### src/rtl/regfile_sum_ctrl_rtl_if.sv
// regfile_sum_ctrl_rtl_if: input stream, regfile ports and sum output of the load-and-reduce controller
interface regfile_sum_ctrl_rtl_if;
    logic       in_val;
    logic       in_rdy;
    logic [3:0] in_data;
    logic       rf_wen;
    logic [1:0] rf_waddr;
    logic [3:0] rf_wdata;
    logic [1:0] rf_raddr;
    logic [3:0] rf_rdata;
    logic       out_val;
    logic       out_rdy;
    logic [5:0] out_sum;
    modport master (
        output in_val, in_data, rf_rdata, out_rdy,
        input  in_rdy, rf_wen, rf_waddr, rf_wdata, rf_raddr, out_val, out_sum
    );
    modport slave (
        input  in_val, in_data, rf_rdata, out_rdy,
        output in_rdy, rf_wen, rf_waddr, rf_wdata, rf_raddr, out_val, out_sum
    );
endinterface

### src/rtl/regfile_sum_ctrl_rtl.sv
// regfile_sum_ctrl_rtl: loads four words into a 4x4 regfile, reads them back and emits their 6-bit sum
module regfile_sum_ctrl_rtl (
    input logic clk,
    input logic rst,
    regfile_sum_ctrl_rtl_if.slave bus
);
    typedef enum logic [1:0] {LOAD, SUM, DONE} state_t;
    state_t     state;
    logic [1:0] cnt;
    logic [5:0] acc;
    assign bus.in_rdy   = state == LOAD;
    assign bus.rf_wen   = bus.in_val & bus.in_rdy;
    assign bus.rf_waddr = cnt;
    assign bus.rf_wdata = bus.in_data;
    assign bus.rf_raddr = state == SUM ? cnt : 2'd0;
    assign bus.out_val  = state == DONE;
    assign bus.out_sum  = acc;
    // cnt wraps naturally from 3 to 0 on every phase change
    always_ff @(posedge clk) begin
        if (!rst) begin
            state <= LOAD;
            cnt   <= 2'd0;
            acc   <= 6'd0;
        end else begin
            case (state)
                LOAD: if (bus.in_val) begin
                    cnt <= cnt + 2'd1;
                    if (cnt == 2'd3) begin
                        state <= SUM;
                        acc   <= 6'd0;
                    end
                end
                SUM: begin
                    acc <= acc + {2'b00, bus.rf_rdata};
                    cnt <= cnt + 2'd1;
                    if (cnt == 2'd3) state <= DONE;
                end
                DONE: if (bus.out_rdy) begin
                    state <= LOAD;
                    cnt   <= 2'd0;
                    acc   <= 6'd0;
                end
                default: state <= LOAD;
            endcase
        end
    end
endmodule

### src/flat_wrapper.sv
// flat-port wrapper written by rule: the top's interface ports become plain ports
module regfile_sum_ctrl_rtl_flat 
  (clk, rst, bus_in_val, bus_in_data, bus_rf_rdata, bus_out_rdy, bus_in_rdy, bus_rf_wen, bus_rf_waddr, bus_rf_wdata, bus_rf_raddr, bus_out_val, bus_out_sum);
  regfile_sum_ctrl_rtl_if bus_i ();
  input logic clk;
  input logic rst;
  input wire logic [$bits(bus_i.in_val)-1:0] bus_in_val;
  input wire logic [$bits(bus_i.in_data)-1:0] bus_in_data;
  input wire logic [$bits(bus_i.rf_rdata)-1:0] bus_rf_rdata;
  input wire logic [$bits(bus_i.out_rdy)-1:0] bus_out_rdy;
  output wire logic [$bits(bus_i.in_rdy)-1:0] bus_in_rdy;
  output wire logic [$bits(bus_i.rf_wen)-1:0] bus_rf_wen;
  output wire logic [$bits(bus_i.rf_waddr)-1:0] bus_rf_waddr;
  output wire logic [$bits(bus_i.rf_wdata)-1:0] bus_rf_wdata;
  output wire logic [$bits(bus_i.rf_raddr)-1:0] bus_rf_raddr;
  output wire logic [$bits(bus_i.out_val)-1:0] bus_out_val;
  output wire logic [$bits(bus_i.out_sum)-1:0] bus_out_sum;
  assign bus_i.in_val = bus_in_val;
  assign bus_i.in_data = bus_in_data;
  assign bus_i.rf_rdata = bus_rf_rdata;
  assign bus_i.out_rdy = bus_out_rdy;
  assign bus_in_rdy = bus_i.in_rdy;
  assign bus_rf_wen = bus_i.rf_wen;
  assign bus_rf_waddr = bus_i.rf_waddr;
  assign bus_rf_wdata = bus_i.rf_wdata;
  assign bus_rf_raddr = bus_i.rf_raddr;
  assign bus_out_val = bus_i.out_val;
  assign bus_out_sum = bus_i.out_sum;
  regfile_sum_ctrl_rtl u_core (.clk(clk), .rst(rst), .bus(bus_i));
endmodule
### config.mk
export PLATFORM = sky130hd
export DESIGN_NAME = regfile_sum_ctrl_rtl_flat
export DESIGN_NICKNAME = d
export VERILOG_FILES = /design/src/rtl/regfile_sum_ctrl_rtl_if.sv /design/src/rtl/regfile_sum_ctrl_rtl.sv /design/src/flat_wrapper.sv
export SDC_FILE = /design/constraint.sdc
export NUM_CORES = 1
export LEC_CHECK = 0
export CAP_MARGIN = 0
export CORE_MARGIN = 2
export CORE_UTILIZATION = 44
export DETAILED_ROUTE_END_ITERATION = 12
export PLACE_DENSITY = 0.83
export SLEW_MARGIN = 20
export SYNTH_ARGS = -nofsm -noshare
export SYNTH_HDL_FRONTEND = slang
export SYNTH_SLANG_ARGS = --single-unit
### constraint.sdc
create_clock -name clk -period 2.6 [get_ports clk]
set_input_delay 0.39 -clock clk [delete_from_list [all_inputs] [get_ports clk]]
set_output_delay 0.39 -clock clk [all_outputs]
set_load 0.005 [all_outputs]
After elaboration in Yosys (flattened, before gate mapping)
Index checks and enable logic that the tools add are counted.
Storage, ports and cells
  flip-flop bits (word level): 10
  input port bits: 12
  output and inout port bits: 17
  word-level logic and storage cells: 30
Operators by class
  add/subtract/negate cells: 2
  eq/ne operators: 7
  multiplexer cells: 12
  bitwise gates (word level): 1
  reductions and logical operators: 5
Operators by type and width (count)
  6-bit 2-to-1 mux: 3
  6-bit case mux with 3 select lines: 1
  2-bit 2-to-1 mux: 6
  2-bit case mux with 3 select lines: 2
  2-bit != test (second input constant): 4
  4-bit AND reduction: 2
  6-bit by 4-bit adder with 6-bit output: 1
  2-bit == test (second input constant): 2
  3-bit AND reduction: 1
  3-bit nonzero test: 1
  2-bit by 1-bit adder with 2-bit output (second input constant): 1
  2-bit by 1-bit == test with 1-bit output (second input constant): 1
  2-bit zero test: 1
  1-bit AND: 1

Logic depth before layout (Yosys ltp)
Gate-level depths: netlist of run 1.
  depth after elaboration: 4
  mapped depth: 6
  mapped depth without buffers: 6

Worst setup path after synthesis of run 1
Ideal clock, no wire load.
  kind: input-to-reg
  from: input port bus_rf_rdata[0]
  to: register u_core.acc[4] (netlist: u_core.bus.out_sum[4])
  setup time: 122 ps
  arrival: 1453 ps
  required time: 2478 ps
  setup slack: 1025 ps
  stages on the path: 6
  path buffers: 0
  cell sequence: ha_1 -> fa_1 -> a21o_1 -> a21oi_1 -> or3_1 -> a21boi_1
Between the ends
  cells in the longest elaborated chain, start to end: 2
RTL lines
  from (decl): RTL line flat_wrapper.sv:9  | input wire logic [$bits(bus_i.rf_rdata)-1:0] bus_rf_rdata;
  6-bit by 4-bit adder with 6-bit output: RTL line regfile_sum_ctrl_rtl.sv:34  | acc <= acc + {2'b00, bus.rf_rdata};
  6-bit case mux with 3 select lines: RTL line regfile_sum_ctrl_rtl.sv:25  | case (state)
  to (signal assigned): RTL line regfile_sum_ctrl_rtl.sv:34
  to (decl): RTL line regfile_sum_ctrl_rtl.sv:10  | logic [5:0] acc;
Every way passes these cells.
A chain may end at the register's enable or synchronous reset.

Worst setup path in the final report of run 1
  from: register u_core.state[1]
  to: output port bus_rf_wen
Between the ends
  cells in the longest elaborated chain, start to end: 2
RTL lines
  from (decl): RTL line regfile_sum_ctrl_rtl.sv:8  | state_t state;
  from (signal assigned): RTL line regfile_sum_ctrl_rtl.sv:21  | state <= LOAD;
  from (signal assigned): RTL line regfile_sum_ctrl_rtl.sv:29  | state <= SUM;
  from (signal assigned): RTL line regfile_sum_ctrl_rtl.sv:36  | if (cnt == 2'd3) state <= DONE;
  2-bit zero test: RTL line regfile_sum_ctrl_rtl.sv:11  | assign bus.in_rdy = state == LOAD;
  1-bit AND: RTL line regfile_sum_ctrl_rtl.sv:12  | assign bus.rf_wen = bus.in_val & bus.in_rdy;
  to (decl): RTL line flat_wrapper.sv:12  | output wire logic [$bits(bus_i.rf_wen)-1:0] bus_rf_wen;
Every way passes these cells.

==> impl_metrics.yaml, run 1 <==
status:
  status: "finished, final reports clean"
grt:
  grt_overflow_total: 0
  antenna_found_initial: 0
  grt_max_degree: 13
  grt_pass1_wl_mm: 2.38
  grt_pass1_vias: 563
  track_usage_pct: 17.6
sta:
  min_period_over_period_pct: 80.1
  final_max_slew_viol_count: 0
  fin_crit_ns: 2.08
  rsz0062_at_grt: "false"
  relSlewSlack_pct: 74.6
  max_slew.worst_pin.slew_ns: 0.380
  fin_ws_ns: 0.516
  hold_viol_final: 0
  timing.fmax_ghz: 0.480
  fin_skew_ns: 0.00929
  finalSetupViolCount: 0
  finalSetupTns_ns: 0
worst_setup_path:
  worst-setup-path-type: "register to output port"
  path_max_fanout: 12
  rr_endpoint: "u_core.bus.out_sum[4]"
  r2r_cells: 6
  startpoint_type: "register"
  endpoint_kind: "output port"
  crit_path_start: "u_core.state[1]"
  critPathCapture: "bus_rf_wen"
  r2r_start: "u_core.bus.out_sum[0]"
  crit_required_ns: 2.21
  r2r_slack_ns: 0.98
  critPathArrivalTime_ns: 1.69
floorplanning:
  initial_utilization_pct: 45.8
  core_area_mm2: 0.00147
  dieHeight_um: 43.2
  die_w_um: 43.2
  dieArea_mm2: 0.00186
  rows: 14
  io_pins: 29
cts:
  clockRootBuffer: "clkbuf_4"
  cts_resized: 0
  cts_tree: "done"
  htreeDepth: 1
  cts_buffer_depth: 2
  clk_pin_slew_ns: 0.07
  clk_latency_ns: 0.26
  hold_buffers: 0
  post_cts_buffers: 0
  numCtsBuffers: 3
  clock-sinks: 10
hold_path:
  hold_class: "register to register"
layout:
  fin_area_um2: 876
  regArea_um2: 200
  nets: 111
  n_antenna_cell: 0
  areaGrowthSynthToFinish_pct: 29.9
  fillers: 141
  drive_gt1_share_pct: 9.89
  multi_input_area_um2: 422
yosys:
  yosysTopAreaCellShare_pct: 29.7
  muxShareOfSynthArea_pct: 3.15
  synth_warnings: 0
  synth_area_leader_cell: "dfxtp_1"
  synth-edff-count: 0
  async_flop_share_pct: 0
  seq_area_frac_synth_pct: 29.7
  ys_types: 33
  yosys.area_share.simple_pct: 22.1
  synth_top_family_by_area: "compound AO/OA/AOI/OAI gates"
  synth.area.top_cells: "dfxtp_1 30%, ha_1 9.3%, a22oi_1 5.6%, nor2b_1 4.6%, buf_4 4.5%"
  synth-xor-area-share_pct: 1.30
  ys_ff_latch: 10
  syn_nets: 92
  yosysMostFrequentCell: "dfxtp_1"
  syn_area_per_cell_um2: 9.11
  syn_inst: 74
  synthFlopType: "dfxtp_1"
  synth_area_um2: 674
  synth_common_cells: "10 x dfxtp_1, 7 x nand2_1, 5 x a22oi_1, 5 x ha_1, 5 x nor2b_1"
  synth_fa_ha_area_share_pct: 12.2
  synth_compound_area_share_pct: 23.7
detailed_routing:
  routedWlPerCell_um: 13.7
  vias_per_cell: 5.58
  drt_pass1_iterations: 4
  drtAntennaViolNets: 0
  wirelength_mm: 1.46
  drt-initial-drc-count: 10
  route.detailed.drc: 0
  routed-via-count: 597
power:
  cellPowerDensity_mw_per_mm2: 369
  ir_drop_v: 0.000250
  leakage_nw: 0.356
placed_design:
  dpl_worst_slack_ns: 0.501
  hpwl_mm: 1.13
  placed_area_um2: 853
  port_buffers: 20
  gp_congestion: 0.669
job:
  maxCapViolCount: 0
sequential cells by signal, summed over array words and instances (netlist names):
signal	count
u_core.bus.rf_waddr	2
u_core.bus.out_sum	6
u_core.state	2
worst min-delay path by stage:
stage                                from  depth (start not counted)  slack [ns]               endpoint
finish              u_core.bus.out_sum[5]                          2        0.48  u_core.bus.out_sum[5]
global route        u_core.bus.out_sum[5]                          2        0.51  u_core.bus.out_sum[5]
CTS                 u_core.bus.out_sum[5]                          2        0.48  u_core.bus.out_sum[5]
detailed placement  u_core.bus.out_sum[5]                          2        0.46  u_core.bus.out_sum[5]
global placement    u_core.bus.out_sum[5]                          2        0.46  u_core.bus.out_sum[5]
floorplan           u_core.bus.out_sum[5]                          2        0.46  u_core.bus.out_sum[5]
stage by stage:
step,std cells,total power (W),utilization [%],hold WS [ns]
after floorplan,74,0.000200,-,0.462
after global placement,104,0.000222,58.0,0.459
after detailed placement,104,0.000223,58.0,0.462
after CTS,107,0.000327,59.5,0.481
after global routing,107,0.000339,59.5,0.510
final,107,0.000323,59.5,0.477
final cells by class:
type / count / share of cell area [%]
tap: 16 / 2.29
sequential: 10 / 22.9
inverter: 1 / 0.429
timing repair buffer: 21 / 23.7
multi-input combinational: 56 / 48.1
clock buffer: 3 / 2.57
worst max-delay path: stages, from the launching register on:
cell and delay [ns]:
dfxtp_1 0.42, nor2_1 0.33, and2_1 0.18, clkdlybuf4s50_1 0.49
routing by layer:
layer  vias to the layer above  routed length (um)  global-route usage (%)
met1                       277                 633                    17.9
met2                        18                 689                    29.9
met4                         0                  36                    13.9
met3                         4                 105                    4.26
li1                        298                   -                       -
met5                         -                   0                       0
cells by family after synthesis:
kind of cell	count (synthesis)
adder cells (fa/ha/maj)	6
flip-flops	10
AND/OR/NAND/NOR	26
buffers and inverters	8
XOR/XNOR	1
multiplexers	2
AO/OA/AOI/OAI	21
power by group:
group / internal (W) / total [W] / leakage, nW / switching (W)
clock network: 0.0000533 / 0.000103 / 0.0138 / 0.0000497
registers: 0.000157 / 0.000163 / 0.0811 / 0.00000562
logic: 0.0000342 / 0.0000575 / 0.261 / 0.0000233
placed cells by master, fill, tap and decap left out, drive strengths merged, types with 2 or more instances in the layout:
cell type	count
and2	3
clkdlybuf4s50	20
a21o	2
nand2b	2
clkbuf	3
nand2	7
o21ai	4
a211oi	3
nor2	3
nor2b	5
ha	5
dfxtp	10
a22oi	5
Note: power is estimated with default switching activity, not from simulation.
==> run 2, diff against run 1 <==
--- a/config.mk
+++ b/config.mk
@@ -7,9 +7,9 @@
 export LEC_CHECK = 0
 export CAP_MARGIN = 0
 export CORE_MARGIN = 2
-export CORE_UTILIZATION = 44
+export CORE_UTILIZATION = 37
 export DETAILED_ROUTE_END_ITERATION = 12
-export PLACE_DENSITY = 0.83
+export PLACE_DENSITY = 0.74
 export SLEW_MARGIN = 20
 export SYNTH_ARGS = -nofsm -noshare
 export SYNTH_HDL_FRONTEND = slang
==> constraint.sdc (replaced) <==
create_clock -name clk -period 1.8 [get_ports clk]
set_input_delay 0.27 -clock clk [delete_from_list [all_inputs] [get_ports clk]]
set_output_delay 0.27 -clock clk [all_outputs]
set_load 0.005 [all_outputs]
==> run 2 against run 1 <==
Net effect: design area increased by 5.3%; via count decreased by 1.5%; die area increased by 17%; clock skew decreased by 0.0050 ns; total power increased by 44%; register-to-register slack got worse by 0.78 ns; largest cell class unchanged; largest power group unchanged.
==> impl_metrics.yaml, run 2 (synthesis results as in run 1) <==
layout:
  n_antenna_cell: 0
  final_util_pct: 53.4
  layout_common_cells: "20 x clkdlybuf4s50_1, 8 x dfxtp_1, 7 x nand2_1"
  drive_gt1_share_pct: 16.1
  final_cells: 118
  final_common_cell: "clkdlybuf4s50_1"
  areaGrowthSynthToFinish_pct: 36.7
  nets: 113
  largest_reg_flops: 6
detailed_routing:
  drt-initial-drc-count: 4
  vias_per_cell: 4.98
  routed-via-count: 588
  routedWlPerCell_um: 12.2
  drtAntennaViolNets: 0
  route.detailed.drc: 0
  wirelength_mm: 1.44
  drt_pass1_iterations: 4
cts:
  cts_tree: "done"
  cts_buffer_depth: 2
  clockRootBuffer: "clkbuf_4"
  clk_latency_ns: 0.26
  hold_buffers: 0
  clock-sinks: 10
  numCtsBuffers: 3
  clk_pin_slew_ns: 0.06
  htreeDepth: 1
floorplanning:
  rows: 15
  core_area_mm2: 0.00173
  die_w_um: 46.7
  initial_utilization_pct: 39.1
  dieHeight_um: 46.7
  dieArea_mm2: 0.00218
  io_pins: 29
worst_setup_path:
  crit_path_start: "u_core.state[0]"
  critPathCapture: "bus_rf_raddr[0]"
  r2r_slack_ns: 0.20
  critPathArrivalTime_ns: 1.45
  startpoint_type: "register"
  endpoint_kind: "output port"
  path_max_fanout: 8
  crit_required_ns: 1.53
  worst-setup-path-type: "register to output port"
  r2r_cells: 6
  r2r_start: "u_core.bus.out_sum[0]"
  rr_endpoint: "u_core.bus.out_sum[4]"
power:
  ir_drop_v: 0.000312
  leakage_nw: 0.371
  cellPowerDensity_mw_per_mm2: 505
sta:
  min_period_over_period_pct: 95.8
  finalSetupViolCount: 0
  relSlewSlack_pct: 79.9
  max_slew.worst_pin.slew_ns: 0.301
  rsz0062_at_grt: "false"
  fin_skew_ns: 0.00428
  fin_ws_ns: 0.0765
  finalSetupTns_ns: 0
  hold_viol_final: 0
  fin_crit_ns: 1.72
  final_max_slew_viol_count: 0
  timing.fmax_ghz: 0.580
grt:
  track_usage_pct: 15.2
  grt_max_degree: 13
  grt_overflow_total: 0
  grt_pass1_wl_mm: 2.30
  antenna_found_initial: 0
  grt_pass1_vias: 560
placed_design:
  dpl_worst_slack_ns: -0.145
  port_buffers: 20
  dpl.cell_count: 114
  gp_congestion: 0.822
  hpwl_mm: 1.14
hold_path:
  hold_class: "register to register"
  min-delay-start: "u_core.bus.out_sum[5]"
job:
  maxCapViolCount: 0
status:
  status: "finished, final reports clean"
[run 2: changes by cell type in the layout (fill, tap and decap cells not counted)]
cell,previous run,this run
dfxtp_1,10,8
nor2_1,3,2
nor2b_1,5,4
nor2_4,0,1
buf_4,1,3
nor2b_4,0,1
dfxtp_2,0,1
dfxtp_4,0,1
[run 2: what timing repair did]
item / CTS / global route
setup buffers: 0 / 1
setup endpoints to repair: 3 / 2
resized for setup: 6 / 1
[run 2: cell type report]
type | count | area, um2
fillers | 179 | 805
multi-input cells | 56 | 437
repair buffers | 23 | 223
flip-flops and latches | 10 | 205
well taps | 25 | 31.3
clock buffers | 3 | 22.5
inverters | 1 | 3.75
[run 2: critical path, cell delays in order, from the launching register on]
cell	delay [ns]
dfxtp_4	0.40
nor2b_4	0.17
and2_1	0.14
clkdlybuf4s50_1	0.49
[run 2: metrics by stage]
step / hold slack (ns) / cell area [um2] / total power [W]
CTS: 0.489 / 910 / 0.000476
global route: 0.517 / 922 / 0.000497
floorplan: 0.462 / 674 / 0.000288
detailed placement: 0.480 / 872 / 0.000323
finish: 0.482 / 922 / 0.000466
global placement: 0.458 / 872 / 0.000321
[run 2: layer usage]
layer	share of wire [%]	GRT usage, %	vias up
met5	0	0	-
met4	1.4	8.33	0
met3	3.8	3.53	2
met2	50	26.1	13
met1	44	17.1	267
li1	-	-	306
[run 2: worst min path at each step]
stage / end / depth (start not counted)
2_1_floorplan: u_core.bus.out_sum[5] / 2
3_3_place_gp: u_core.bus.out_sum[5] / 2
3_5_place_dp: u_core.bus.out_sum[5] / 2
4_1_cts: u_core.bus.out_sum[5] / 2
5_1_grt: u_core.bus.out_sum[5] / 2
6_report: u_core.bus.out_sum[5] / 2
[run 2: where the power goes]
part | internal [W] | total (W) | switching (W)
Combinational | 0.0000512 | 0.0000849 | 0.0000337
Sequential | 0.000226 | 0.000234 | 0.00000763
Clock | 0.0000769 | 0.000147 | 0.0000705
